==> src/rtl/fn_suma_resta_sync.sv <==
// rtl/fn_suma_resta_sync.sv - registered two's-complement adder/subtractor with ALU status flags
module fn_suma_resta_sync #(
  parameter int WIDTH = 32
) (
  input  logic             clk,
  input  logic             rst,
  input  logic [WIDTH-1:0] a,
  input  logic [WIDTH-1:0] b,
  input  logic             resta,
  output logic [WIDTH-1:0] Y,
  output logic             carry,
  output logic             overflow,
  output logic             zero,
  output logic             negative
);

  logic [WIDTH-1:0] bb;
  logic [WIDTH-1:0] sum;
  logic             cout;
  logic             ovf;

  // Subtraction is a + ~b + 1: resta both inverts b and supplies the carry-in.
  always_comb begin
    bb          = b ^ {WIDTH{resta}};
    {cout, sum} = {1'b0, a} + {1'b0, bb} + {{WIDTH{1'b0}}, resta};
    ovf         = (a[WIDTH-1] == bb[WIDTH-1]) && (sum[WIDTH-1] != a[WIDTH-1]);
  end

  always_ff @(posedge clk) begin
    if (rst) begin
      Y        <= '0;
      carry    <= 1'b0;
      overflow <= 1'b0;
      zero     <= 1'b1;
      negative <= 1'b0;
    end else begin
      Y        <= sum;
      carry    <= cout;
      overflow <= ovf;
      zero     <= (sum == '0);
      negative <= sum[WIDTH-1];
    end
  end

endmodule

==> config.mk <==
export PLATFORM = sky130hd
export DESIGN_NAME = fn_suma_resta_sync
export DESIGN_NICKNAME = d
export VERILOG_FILES = /design/src/rtl/fn_suma_resta_sync.sv
export SDC_FILE = /design/constraint.sdc
export NUM_CORES = 1
export LEC_CHECK = 0
export ABC_AREA = 1
export BUFFER_PORTS_ARGS = -buffer_cell sky130_fd_sc_hd__buf_2
export CAP_MARGIN = 20
export CORE_MARGIN = 5
export CORE_UTILIZATION = 30
export CTS_CLUSTER_SIZE = 16
export DETAILED_ROUTE_END_ITERATION = 16
export PLACE_DENSITY = 0.57
export SETUP_SLACK_MARGIN = 0.1
export SYNTH_ARGS = -nofsm -noshare
export SYNTH_HDL_FRONTEND = slang
export SYNTH_SLANG_ARGS = --single-unit
==> constraint.sdc <==
create_clock -name clk -period 3.68 [get_ports clk]
set_input_delay 0.368 -clock clk [delete_from_list [all_inputs] [get_ports clk]]
set_output_delay 0.368 -clock clk [all_outputs]
set_load 0.1 [all_outputs]
### Word-level counts from Yosys, hierarchy flattened

Cells that the tools add are included.

* register bits after elaboration: 36
* latch bits: 0
* memory bits (writable): 0
* ROM bits: 0
* input bits: 67
* output and inout bits: 36
* memories: 0

* add/sub/neg operators: 2
* multiply operators: 0
* divide/modulo/power cells: 0
* order comparisons: 0
* eq/ne operators: 2
* shift-type cells: 0
* muxes and demuxes: 0
* bitwise operators: 1
* reductions and logical operators: 2

Operators by type and width (count)
* adder 32 x 32 -> 33 bit: 1
* adder 33 x 1 -> 33 bit: 1
* zero test 32 bit: 1
* XOR 32 bit: 1
* == test 1 bit: 1
* logical AND 1 bit: 1
* != test 1 bit: 1

### Logic depth before layout (Yosys ltp)

* depth after elaboration: 5
* depth in mapped cells: 20
* mapped depth without buffers: 20

### Worst setup path before layout

No wires, ideal clock.

* path type: in2reg
* from: input resta
* to: register zero
* library setup time: 0.058 ns
* arrival time: 2.268 ns
* setup slack: 1.354 ns
* stages on the path: 19
* path through: buf_2 -> buf_2 -> xor2_1 -> ha_1 -> nand2_2 -> inv_2 -> nand2_1 -> inv_1 -> a21oi_2 -> nand2_2 -> nand2_1 -> nand2_1 -> nand2_1 -> nand2_1 -> nor2_1 -> nand2_1 -> nor2_1 -> nand3_1 -> nand2_1

* word-level cells in the longest chain between the ends: 4

Ends and longest elaborated chain
* start: declaration: RTL line 9 `input logic resta,`
* XOR 32 bit: RTL line 24 `bb = b ^ {WIDTH{resta}};`
* adder 32 x 32 -> 33 bit: RTL line 25 `{cout, sum} = {1'b0, a} + {1'b0, bb} + {{WIDTH{1'b0}}, resta};`
* adder 33 x 1 -> 33 bit *: RTL line 25
* zero test 32 bit *: RTL line 40 `zero <= (sum == '0);`
* end signal: assignment: RTL line 40
* end: declaration: RTL line 13 `output logic zero,`

Every way passes the cells marked *; elsewhere a longest branch is shown, timed or not.
A chain may end at the register's enable or synchronous reset.

### Worst setup path in the final report

Ends and elaborated chain as after synthesis.

==> qor.txt <==
Status: completed
Path category of the worst min-delay check: in -> reg
CP Data Required Time: 3900 ps
Post-synth top flop: dfxtp_1
Top post-synthesis cells by area: nand2_1 24%, dfxtp_1 18%, inv_1 11%
Final Max Tran Viols: 0
Layout cell share with drive strength beyond 1: 17.7%
Chip width: 123 µm
Sink Count: 35
Net Count, Synth: 769
Crit-path max FO: 20
Sequential share of the synthesized area: 18.3%
Worst-Margin Slew: 678 ps
Critical path, cell by cell: buf_2 > buf_4 > buf_4 > xor2_1 > ha_1 > nand2_1 > inv_1 > nand2_1 > nand3_1 > a21oi_1 > nor2_1 > nor2_1 > nand2_2 > nand2_1 > nand2_1 > nor2_1 > nand3_1 > nand2_1
Post-synthesis register bit count: 35
CORE AREA: 0.0126 mm²
Post-route setup slack: 905 ps
Slew headroom: 54.8%
Setup crit start kind: input port
Ant diodes: 0
IO buf count: 102
Via count: 4025
GRT Resource Usage Total: 14.9%
Die H: 123 µm
Drt drc: 0
Filler instances: 1445
Post-synth top cells: 244 x nand2_1, 115 x inv_1, 70 x nor2_1, 39 x a21oi_1, 35 x dfxtp_1
Setup TNS: 0 ps
Initial Util: 30.5%
Number of post-CTS setup repair buffers: 0
Initial DRC Count: 181
Pwr dens: 459 mW/mm²
Pre-CTS setup slack: 618 ps
Yosys cell types: 29
Final hold vios: 0
TritonCTS Buffers: 5
Worst setup path startpoint: resta
Leak: 0.00283 µW
Syn. warnings: 0
DP Wirelength: 9680 µm
Post-layout min period: 2780 ps
RSZ-0062 raised after global routing: no
Max H-tree Level: 2
Count leader, synth: nand2_1
Synth async-reset ratio: 0%
# setup viols final: 0
VDD IR-drop max: 164 µV
# nets final: 871
Slowest CP cell: buf_4
WL/cell: 11.7 µm
CP Capture Type: register
Post-layout util: 37.2%
Arr. time, crit path: 2990 ps
Register cell area after layout: 701 µm²
Area leader, netlist: nand2_1
Finished Layout Cells: 941
Count of cells resized by post-cts repair: 0
Area of the multi-input gates: 0.00265 mm²
I/O pins: 103
Clock-pin slew on the worst setup and hold paths: 50 ps
Synth top area share: 23.9%
Syn Inst Count: 667
HP Start: a[31]
Clock root buffer: clkbuf_16
Critical path's largest stage delay: 320 ps
Area Overhead vs Synth: 22.0%
Grt ovf: 0
Initial antenna violation count: 0
Critical path class: in -> reg
Vias per Instance: 4.28
Routed Antenna Nets: 0
DR pass1 iterations: 4
EDFF count, synth: 0
Placed cells: 934
Largest net degree at the start of global routing: 36
Mapped Area: 0.00383 mm²
Standard-cell rows: 41
CP dominant cell by count: nand2_1
Max-Cap Viols: 0
Global-route wire length before repair: 18200 µm
Vias in the first global route: 3905
Bufs on Longest Clock Path: 2
Fmax achieved: 360 MHz
GPL Wtd Cong: 0.884
Die area: 0.0151 mm²
WL final: 11000 µm
Syn avg cell area: 5.74 µm²
Period utilisation layout: 75.4%
CTS tree: yes
Hold buffer count at CTS: 0
-- stage by stage --
stage,hold WS (ps),cell area (µm²),total power (µW)
after floorplan,492,3830,1470
after global placement,643,4530,1740
after detailed placement,622,4530,1740
after CTS,345,4670,2170
after global routing,365,4670,2310
final,348,4670,2150
-- worst max-delay path: cells and delay by family --
kind                       cells  cell delay (ps)
AOI/OAI and AO/OA              1              280
xor gates and xnor gates       1              190
adders and majority gates      1              320
buffers and inverters          4              810
and+or+nand+nor               11             1000
-- final timing paths --
check                 depth (start not counted)  slack, ps       end
worst min-delay path                          2        350  overflow
worst max-delay path                         18        900      zero
-- per-layer routing --
metal | share of wire [%] | wire [µm] | GRT usage [%]
met1 | 50 | 5540 | 21.2
met2 | 43 | 4750 | 24.3
met3 | 5.5 | 610 | 2.01
met4 | 0.86 | 95 | 2.98
met5 | 0 | 0 | 0
-- power breakdown --
part	switching, µW	total [µW]	internal, µW
clock	153	417	264
sequential	13.6	452	438
combinational	965	1280	312
-- placed cells by master, fill, tap and decap left out, types with 2 or more instances in the layout --
cell type	instances
a21oi_1	39
buf_2	102
buf_4	2
clkbuf_16	5
dfxtp_1	35
ha_1	34
inv_1	115
nand2_1	244
nand2_2	15
nand3_1	33
nand3_2	5
nand3b_1	9
nand4_1	8
nor2_1	70
nor3_1	2
o21bai_1	4
xnor2_1	2
xor2_1	32
-- sequential cells by signal, indices dropped and copies added (netlist names) --
name and count:
zero 1, Y 32, overflow 1, carry 1
-- area by class of cell --
type	count	area share, %
flip-flops and latches	35	15.0
repair buffers	104	11.2
inverters	116	9.32
clock buffers	6	2.97
clock inverters	1	0.107
well taps	172	4.61
multi-input cells	507	56.8
-- cells by family (layout without fill, tap and decap cells) --
| group | after synthesis | count (layout) | synth area share, % |
|---|---|---|---|
| adders and majority gates | 35 | 35 | 11.6 |
| and+or+nand+nor | 391 | 391 | 43.2 |
| DFF | 35 | 35 | 18.3 |
| AOI/OAI and AO/OA | 47 | 47 | 6.63 |
| buffers and inverters | 125 | 227 | 12.5 |
| xor gates and xnor gates | 34 | 34 | 7.77 |
Note: power is estimated with default switching activity, not from simulation.
